### src/rtl/fle_carry_output_register_stage_if.sv
// Bus bundle for the carry output register stage: configuration chain, data
// inputs from the adder_carry slice and the selected outputs.
interface fle_carry_output_register_stage_if #(
  parameter int WIDTH = 4
);
  logic             config_enable;
  logic             ccff_head;
  logic             ccff_tail;
  logic             ce;
  logic [0:WIDTH-1] sumout;
  logic             cout_in;
  logic [0:WIDTH-1] sum_o;
  logic             cout_o;

  modport master (
    output config_enable, ccff_head, ce, sumout, cout_in,
    input  ccff_tail, sum_o, cout_o
  );

  modport slave (
    input  config_enable, ccff_head, ce, sumout, cout_in,
    output ccff_tail, sum_o, cout_o
  );
endinterface

### src/rtl/fle_carry_output_register_stage.sv
// Captures the adder_carry sumout bits and chain carry-out; each output is
// routed registered or combinational according to a scan-loaded config chain.
module fle_carry_output_register_stage #(
  parameter int WIDTH = 4
) (
  input logic                               clk,
  input logic                               reset,
  fle_carry_output_register_stage_if.slave  bus
);

  localparam int CFG_BITS = WIDTH + 2;

  logic [0:CFG_BITS-1] cfg;
  logic [0:WIDTH-1]    sum_q;
  logic                cout_q;
  logic                ce_eff;
  logic [0:WIDTH-1]    sum_sel;
  logic                cout_sel;

  // cfg[WIDTH+1] lets the data registers run every cycle regardless of ce.
  assign ce_eff = bus.ce | cfg[WIDTH+1];

  // Shift chain: new bit enters at cfg[0], so the first bit loaded ends at the tail.
  always_ff @(posedge clk or posedge reset) begin
    if (reset) begin
      cfg <= '0;
    end else if (bus.config_enable) begin
      cfg <= {bus.ccff_head, cfg[0:CFG_BITS-2]};
    end
  end

  always_ff @(posedge clk or posedge reset) begin
    if (reset) begin
      sum_q  <= '0;
      cout_q <= 1'b0;
    end else if (!bus.config_enable && ce_eff) begin
      sum_q  <= bus.sumout;
      cout_q <= bus.cout_in;
    end
  end

  // Outputs are held at zero while the chain is shifting so partial configs never leak.
  always_comb begin
    sum_sel  = '0;
    cout_sel = 1'b0;
    if (!bus.config_enable) begin
      for (int i = 0; i < WIDTH; i++) begin
        sum_sel[i] = cfg[i] ? sum_q[i] : bus.sumout[i];
      end
      cout_sel = cfg[WIDTH] ? cout_q : bus.cout_in;
    end
  end

  assign bus.sum_o     = sum_sel;
  assign bus.cout_o    = cout_sel;
  assign bus.ccff_tail = cfg[CFG_BITS-1];

endmodule

### src/flat_wrapper.sv
// flat-port wrapper written by rule: the top's interface ports become plain ports
module fle_carry_output_register_stage_flat 
#(
  parameter int WIDTH = 4
)
  (clk, reset, bus_config_enable, bus_ccff_head, bus_ce, bus_sumout, bus_cout_in, bus_ccff_tail, bus_sum_o, bus_cout_o);
  fle_carry_output_register_stage_if #(.WIDTH(WIDTH)) bus_i ();
  input logic clk;
  input logic reset;
  input wire logic [$bits(bus_i.config_enable)-1:0] bus_config_enable;
  input wire logic [$bits(bus_i.ccff_head)-1:0] bus_ccff_head;
  input wire logic [$bits(bus_i.ce)-1:0] bus_ce;
  input wire logic [$bits(bus_i.sumout)-1:0] bus_sumout;
  input wire logic [$bits(bus_i.cout_in)-1:0] bus_cout_in;
  output wire logic [$bits(bus_i.ccff_tail)-1:0] bus_ccff_tail;
  output wire logic [$bits(bus_i.sum_o)-1:0] bus_sum_o;
  output wire logic [$bits(bus_i.cout_o)-1:0] bus_cout_o;
  assign bus_i.config_enable = bus_config_enable;
  assign bus_i.ccff_head = bus_ccff_head;
  assign bus_i.ce = bus_ce;
  assign bus_i.sumout = bus_sumout;
  assign bus_i.cout_in = bus_cout_in;
  assign bus_ccff_tail = bus_i.ccff_tail;
  assign bus_sum_o = bus_i.sum_o;
  assign bus_cout_o = bus_i.cout_o;
  fle_carry_output_register_stage #(.WIDTH(WIDTH)) u_core (.clk(clk), .reset(reset), .bus(bus_i));
endmodule
### config.mk
export PLATFORM = sky130hd
export DESIGN_NAME = fle_carry_output_register_stage_flat
export DESIGN_NICKNAME = d
export VERILOG_FILES = /design/src/rtl/fle_carry_output_register_stage_if.sv /design/src/rtl/fle_carry_output_register_stage.sv /design/src/flat_wrapper.sv
export SDC_FILE = /design/constraint.sdc
export NUM_CORES = 1
export LEC_CHECK = 0
export ABC_CLOCK_PERIOD_IN_PS = 1300
export BUFFER_PORTS_ARGS = -buffer_cell sky130_fd_sc_hd__buf_2
export CORE_MARGIN = 2
export CORE_UTILIZATION = 25
export CTS_CLUSTER_DIAMETER = 50
export CTS_CLUSTER_SIZE = 25
export DETAILED_ROUTE_END_ITERATION = 16
export PLACE_DENSITY = 0.5
export SLEW_MARGIN = 20
export SYNTH_ARGS = -nofsm -noshare
export SYNTH_HDL_FRONTEND = slang
export SYNTH_SLANG_ARGS = --single-unit
export TNS_END_PERCENT = 20
### constraint.sdc
create_clock -name clk -period 1.3 [get_ports clk]
set_clock_uncertainty 0.1 [all_clocks]
set_input_delay 0.26 -clock clk [delete_from_list [all_inputs] [get_ports clk]]
set_output_delay 0.26 -clock clk [all_outputs]
set_load 0.005 [all_outputs]
=== Word level (Yosys, flattened, before mapping) ===
Cells that the tools add are included.

* Bits in registers: 11
* Latch bits: 0
* RAM bits: 0
* ROM bits: 0
* Bits of input ports: 10
* Memories: 0

* Add/sub/neg operators: 0
* Multipliers: 0
* Divide/modulo/power cells: 0
* Order comparisons: 0
* Eq/ne operators: 0
* Shift-type cells: 0
* Multiplexer cells: 7
* Bitwise gates (word level): 1
* Reduce and logical (&&, ||, !) cells: 2

{| class="wikitable"
|+ Operators by type and width
! kind !! number
|-
| 1-bit 2-to-1 mux || 6
|-
| 4-bit 2-to-1 mux || 1
|-
| 1-bit logical AND || 1
|-
| 1-bit zero test || 1
|-
| 1-bit OR || 1
|}

=== Logic depth before layout (Yosys ltp) ===
Gate-level depths: netlist of run 1.

* Depth in word-level cells: 2
* Mapped depth: 2
* Gate-level depth less buffers: 2

=== Worst setup path after synthesis of run 1 ===
Ideal clock, no wire load.

* Path kind: reg2reg
* Start: reg u_core.cfg[5] in the netlist's numbering
* End: reg u_core.cout_q
* Library setup time: 0.125 ns
* Arrival time: 0.955 ns
* Data required time: 1.075 ns
* Slack: 0.120 ns
* Cell stages (with the launch flop): 3
* Path buffers: 0
* Cells stage by stage: dfrtp_1 o21bai_4 mux2_4

* Word-level cells in the longest chain between the ends: 2

{| class="wikitable"
|+ Ends and longest elaborated chain
! what !! line !! source
|-
| start, declared || fle_carry_output_register_stage.sv:13 || <nowiki>logic [0:CFG_BITS-1] cfg;</nowiki>
|-
| start signal, assigned || fle_carry_output_register_stage.sv:28 || <nowiki>cfg <= {bus.ccff_head, cfg[0:CFG_BITS-2]};</nowiki>
|-
| 1-bit OR || fle_carry_output_register_stage.sv:21 || <nowiki>assign ce_eff = bus.ce | cfg[WIDTH+1];</nowiki>
|-
| 1-bit logical AND || fle_carry_output_register_stage.sv:36 || <nowiki>end else if (!bus.config_enable && ce_eff) begin</nowiki>
|-
| end signal, assigned || fle_carry_output_register_stage.sv:38 || <nowiki>cout_q <= bus.cout_in;</nowiki>
|-
| end, declared || fle_carry_output_register_stage.sv:15 || <nowiki>logic cout_q;</nowiki>
|}

Every way passes these cells.
A chain may end at the register's enable or synchronous reset.

=== Worst setup path in the final report of run 1 ===
* Start: reg u_core.cfg[4] in the netlist's numbering
* End: out bus_cout_o

* Word-level cells in the longest chain between the ends: 2

{| class="wikitable"
|+ Ends and longest elaborated chain
! what !! line !! source
|-
| 1-bit 2-to-1 mux || fle_carry_output_register_stage.sv:50 || <nowiki>cout_sel = cfg[WIDTH] ? cout_q : bus.cout_in;</nowiki>
|-
| 1-bit 2-to-1 mux || fle_carry_output_register_stage.sv:46 || <nowiki>if (!bus.config_enable) begin</nowiki>
|-
| end, declared || flat_wrapper.sv:17 || <nowiki>output wire logic [$bits(bus_i.cout_o)-1:0] bus_cout_o;</nowiki>
|}

Every way passes these cells.

==> impl_metrics.env, run 1 <==
export IMPL_routed_via_density=3.98
export IMPL_dp_worst_setup_slack_ps=82.6
export IMPL_fin_crit_sh=1.05
export IMPL_grt_pass1_wl_mm=1.61
export IMPL_finalNetCount=71
export IMPL_fp_dieH_um=49.5
export IMPL_setup_tns_ps=-220
export IMPL_vias=346
export IMPL_drt_total_wl_um=904
export IMPL_syn2layout_area_growth_pct=35.4
export IMPL_placed_cells=78
export IMPL_routabilityCongestion=0.597
export IMPL_cts_htree_levels=1
export IMPL_path_class="reg -> out"
export IMPL_grt_max_degree=12
export IMPL_grt_pass1_vias=361
export IMPL_power_switching_uw=259
export IMPL_drcViolationCount=0
export IMPL_postRouteAntennaNets=0
export IMPL_synth_area_per_cell_um2=14.8
export IMPL_port_buffers=15
export IMPL_pin_count=16
export IMPL_stdcell_count=87
export IMPL_power_leakage_nw=0.356
export IMPL_hp_class="in -> reg"
export IMPL_endpoint="bus_cout_o"
export IMPL_tritoncts="built"
export IMPL_p_int_uw=728
export IMPL_cts_buffers=3
export IMPL_rsz0062_at_grt="true"
export IMPL_switching_share=0.262
export IMPL_final_setup_viol_count=5
export IMPL_max_vdd_ir_drop_v=0.000518
export IMPL_r2r_slack_ps=80
export IMPL_track_usage=0.0901
export IMPL_powerDensity_nw_per_um2=1410
export IMPL_cts_root_buf="clkbuf_4"
export IMPL_row_count=16
export IMPL_layout_drive_gt1_share=0.600
export IMPL_clock_sinks=11
export IMPL_clock_fmax_mhz=732
export IMPL_clkPwrFrac=0.233
export IMPL_worstPathArrival_ps=1010
export IMPL_cts_buffer_depth=2
export IMPL_crit_fanout=2
export IMPL_die_area_um2=2450
export IMPL_p_comb_frac=0.286
export IMPL_final_hold_viol_count=0
export IMPL_yosysSeqAreaShare=0.533
export IMPL_p_seq_frac=0.482
export IMPL_relSlewSlack=0.722
export IMPL_start_util=0.263
export IMPL_die_w_um=49.5
export IMPL_final_max_slew_violation_count=0
export IMPL_r2r_end="u_core.sum_q[2]"
export IMPL_path_clk_slew_ps=70
export IMPL_synth_seq_cells=11
export IMPL_diodes=0
export IMPL_layout_common_cells="buf_2, dfrtp_1, mux2_2, buf_4"
export IMPL_syn_area_um2=517
export IMPL_utilization=0.357
export IMPL_critical_path_startpoint="u_core.cfg[4]"
export IMPL_grt_antenna_before_repair=0
export IMPL_whs_ps=132
export IMPL_grt_overflow_total=0
export IMPL_maxCapViolCount=0
export IMPL_avgRoutedWirePerCell_um=10.4
export IMPL_status="finished with violations"
export IMPL_violations="negative setup slack"
export IMPL_crit_required_ps=940
export IMPL_synth_cell_types=8
export IMPL_r2r_start="u_core.cfg[5]"
export IMPL_drtPass1Iterations=4
export IMPL_tightestPinTransition_ps=417
export IMPL_coreArea_um2=1960
export IMPL_syn_num_nets=45
export IMPL_drt_iter0_drc=3
export IMPL_crit_path_end_kind="output pin"
export IMPL_synthCells=35
export IMPL_worst_slack_ps=-66.7
export IMPL_synth_warning_count=0
export IMPL_rr_worst_depth=2
export IMPL_startpoint_type="flop"
export IMPL_min_period_ps=1370
export IMPL_cts_resized_gates=0
export IMPL_worstSkewPairLatency_ps=260
export IMPL_final_common_cell="buf_2"
[stage by stage]
step	power [mW]	instance area, um^2
3_5_place_dp	0.724	633
4_1_cts	1.00	699
2_1_floorplan	0.643	517
6_report	0.987	699
5_1_grt	1.06	699
3_3_place_gp	0.721	633
[sequential cells by signal, summed over array words and instances (netlist names)]
| name | flops |
|---|---|
| u_core.cout_q | 1 |
| u_core.sum_q | 4 |
| u_core.cfg | 6 |
[kinds of logic (layout without fill, tap and decap cells)]
logic type             Yosys count  after routing  synth area share
flip-flops                      11             11             0.533
AO/OA/AOI/OAI                    1              1            0.0363
buffers and inverters            2             27            0.0218
AND/OR/NAND/NOR                  5              5            0.0363
multiplexers                    16             16             0.373
[worst min path at each step]
stage	endpoint	from	cells after the start	slack, ps
3_5_place_dp	u_core.cfg[0]	reset	2	170
6_report	u_core.cfg[0]	bus_ccff_head	2	130
5_1_grt	u_core.cfg[0]	bus_ccff_head	2	120
2_1_floorplan	u_core.cfg[0]	reset	1	10
3_3_place_gp	u_core.cfg[0]	reset	2	170
4_1_cts	u_core.cfg[0]	bus_ccff_head	2	120
[per-layer routing]
layer / vias to the layer above / global-route usage / wire, um
met4: 0 / 0.0278 / 0
li1: 173 / - / -
met5: - / 0 / 0
met2: 15 / 0.117 / 398
met3: 0 / 0.0545 / 72
met1: 158 / 0.123 / 433
[final cells by class]
class                           instances  area [um^2]
Fill cell                             213         1260
Sequential cell                        11          275
Multi-Input combinational cell         22          230
Timing Repair Buffer                   22          130
Tap cell                               27         33.8
Clock buffer                            4         26.3
Inverter                                1         3.75
[critical path, cell delays in order, from the launching register on]
cell and delay [ps]:
dfrtp_1 380, mux2i_1 190, nor2_1 60, buf_2 120
[power by group through the flow]
stage / sequential [mW] / combinational (mW) / clock (mW)
2_1_floorplan: 0.474 / 0.169 / 0
3_3_place_gp: 0.488 / 0.232 / 0
3_5_place_dp: 0.489 / 0.235 / 0
4_1_cts: 0.475 / 0.287 / 0.242
5_1_grt: 0.486 / 0.310 / 0.263
6_report: 0.475 / 0.282 / 0.230
[Yosys cell counts]
cell      number  share of area
mux2_4         5           0.15
mux2i_1        5          0.097
nor2_1         5          0.036
buf_4          1          0.015
mux2_2         6           0.13
dfrtp_1       11           0.53
inv_1          1         0.0073
o21bai_4       1          0.036
[what timing repair did]
action                                  CTS  global route
setup buffers                             4             0
pin swaps                                 0             1
hold buffers                              1             0
hold endpoints to repair                 11             0
endpoints found under the setup margin    5             5
No activity file was read; power rests on OpenSTA's default activity.
==> run 2: changes to the inputs <==
Settings changed: CORE_AREA from default to 2 2 39 41, CORE_MARGIN 2 to default, CORE_UTILIZATION 25 to default, DIE_AREA from default to 0 0 41 43, PLACE_DENSITY 0.5 to 0.68.
==> impl_metrics.env, run 2 (same netlist as run 1, synthesis figures left out) <==
export IMPL_track_usage=0.154
export IMPL_row_count=14
export IMPL_crit_path_end_kind="output pin"
export IMPL_pin_count=16
export IMPL_min_period_ps=1380
export IMPL_cts_root_buf="clkbuf_4"
export IMPL_tritoncts="built"
export IMPL_r2r_start="u_core.cfg[5]"
export IMPL_powerDensity_nw_per_um2=1450
export IMPL_final_common_cell="buf_2"
export IMPL_cts_resized_gates=0
export IMPL_coreArea_um2=1380
export IMPL_largest_register_ffs=6
export IMPL_status="finished with violations"
export IMPL_drtPass1Iterations=2
export IMPL_rsz0062_at_grt="true"
export IMPL_routed_via_density=4.72
export IMPL_crit_required_ps=940
export IMPL_fill_cells=133
export IMPL_max_vdd_ir_drop_v=0.000736
export IMPL_relSlewSlack=0.727
export IMPL_drcViolationCount=0
export IMPL_startpoint_type="flop"
export IMPL_port_buffers=15
export IMPL_vias=359
export IMPL_start_util=0.373
export IMPL_grt_antenna_before_repair=0
export IMPL_critical_path_startpoint="u_core.cfg[0]"
export IMPL_grt_max_degree=12
export IMPL_layout_common_cells="buf_2, dfrtp_1, mux2_2, buf_4"
export IMPL_power_uw=993
export IMPL_cts_buffers=3
export IMPL_worstPathArrival_ps=1020
export IMPL_path_class="reg -> out"
export IMPL_grt_pass1_vias=406
export IMPL_path_clk_slew_ps=70
export IMPL_maxCapViolCount=0
export IMPL_layout_drive_gt1_share=0.600
export IMPL_drt_iter0_drc=1
export IMPL_routabilityCongestion=0.632
export IMPL_r2r_end="u_core.sum_q[1]"
export IMPL_worst_slack_ps=-77.4
export IMPL_detailed_place_hpwl_um=636
export IMPL_crit_fanout=3
export IMPL_endpoint="bus_sum_o[3]"
export IMPL_fin_crit_sh=1.06
export IMPL_grt_pass1_wl_mm=1.71
export IMPL_fp_dieH_um=43
export IMPL_drt_total_wl_um=929
export IMPL_finalNetCount=71
export IMPL_power_leakage_nw=0.356
export IMPL_worstSkewPairLatency_ps=270
export IMPL_postRouteAntennaNets=0
export IMPL_hp_class="in -> reg"
export IMPL_avgRoutedWirePerCell_um=12.2
export IMPL_setup_tns_ps=-321
export IMPL_final_max_slew_violation_count=0
export IMPL_regMostFlops="u_core.cfg"
export IMPL_final_setup_viol_count=5
export IMPL_violations="negative setup slack"
export IMPL_diodes=0
export IMPL_clock_fmax_mhz=726
export IMPL_die_w_um=41
export IMPL_cts_buffer_depth=2
export IMPL_r2r_slack_ps=90
export IMPL_syn2layout_area_growth_pct=32.7
export IMPL_top_regs="u_core.cfg x6, u_core.sum_q x4, u_core.cout_q x1"
export IMPL_clock_sinks=11
export IMPL_dp_worst_setup_slack_ps=80.8
export IMPL_tightestPinTransition_ps=409
export IMPL_die_area_um2=1760
export IMPL_final_hold_viol_count=0
export IMPL_cts_htree_levels=1
export IMPL_grt_overflow_total=0
export IMPL_rr_worst_depth=2
==> run 2: worst max-delay path, stage by stage (launching register included) <==
cell and delay (ps):
dfrtp_1 390, mux2i_1 190, nor2_1 50, buf_2 120
==> run 2: repair_timing <==
item	4_1_cts	5_1_grt
setup buffers	3	2
endpoints found under the setup margin	5	5
pin swaps	0	0
endpoints found under the hold margin	11	0
hold buffers	1	0
==> run 2: area by class of cell <==
type	instances	area, um^2	share of cell area
Timing Repair Buffer	22	130	0.190
Clock buffer	4	26.3	0.0383
Inverter	1	3.75	0.00547
Multi-Input combinational cell	22	230	0.336
Tap cell	16	20.0	0.0292
Sequential cell	11	275	0.401
==> run 2: metrics by stage <==
stage	std cells	hold slack (ps)	util	cell area, um^2
finish	76	114	0.495	686
global route	76	124	0.495	686
CTS	74	106	0.485	671
detailed placement	66	169	0.442	612
global placement	66	167	0.442	612
floorplan	35	12.4	-	517
==> run 2: worst min-delay path by stage <==
| stage | start | endpoint | slack (ps) | cells past startpoint |
|---|---|---|---|---|
| floorplan | reset | u_core.cfg[0] | 10 | 1 |
| global placement | reset | u_core.sum_q[0] | 170 | 2 |
| detailed placement | reset | u_core.sum_q[0] | 170 | 2 |
| CTS | bus_ccff_head | u_core.cfg[0] | 110 | 2 |
| global route | bus_ccff_head | u_core.cfg[0] | 120 | 2 |
| finish | bus_ccff_head | u_core.cfg[0] | 110 | 2 |
==> run 2: routing by layer <==
| metal | routed length, um | track usage | vias up |
|---|---|---|---|
| li1 | - | - | 173 |
| met4 | 28 | 0.100 | 0 |
| met1 | 389 | 0.158 | 170 |
| met2 | 434 | 0.231 | 11 |
| met3 | 77 | 0.0785 | 5 |
| met5 | 0 | 0 | - |
==> run 2: where the power goes <==
| part | switching [mW] | internal, mW |
|---|---|---|
| clock | 0.119 | 0.119 |
| sequential | 0.0605 | 0.420 |
| combinational | 0.0876 | 0.187 |
| total | 0.267 | 0.727 |
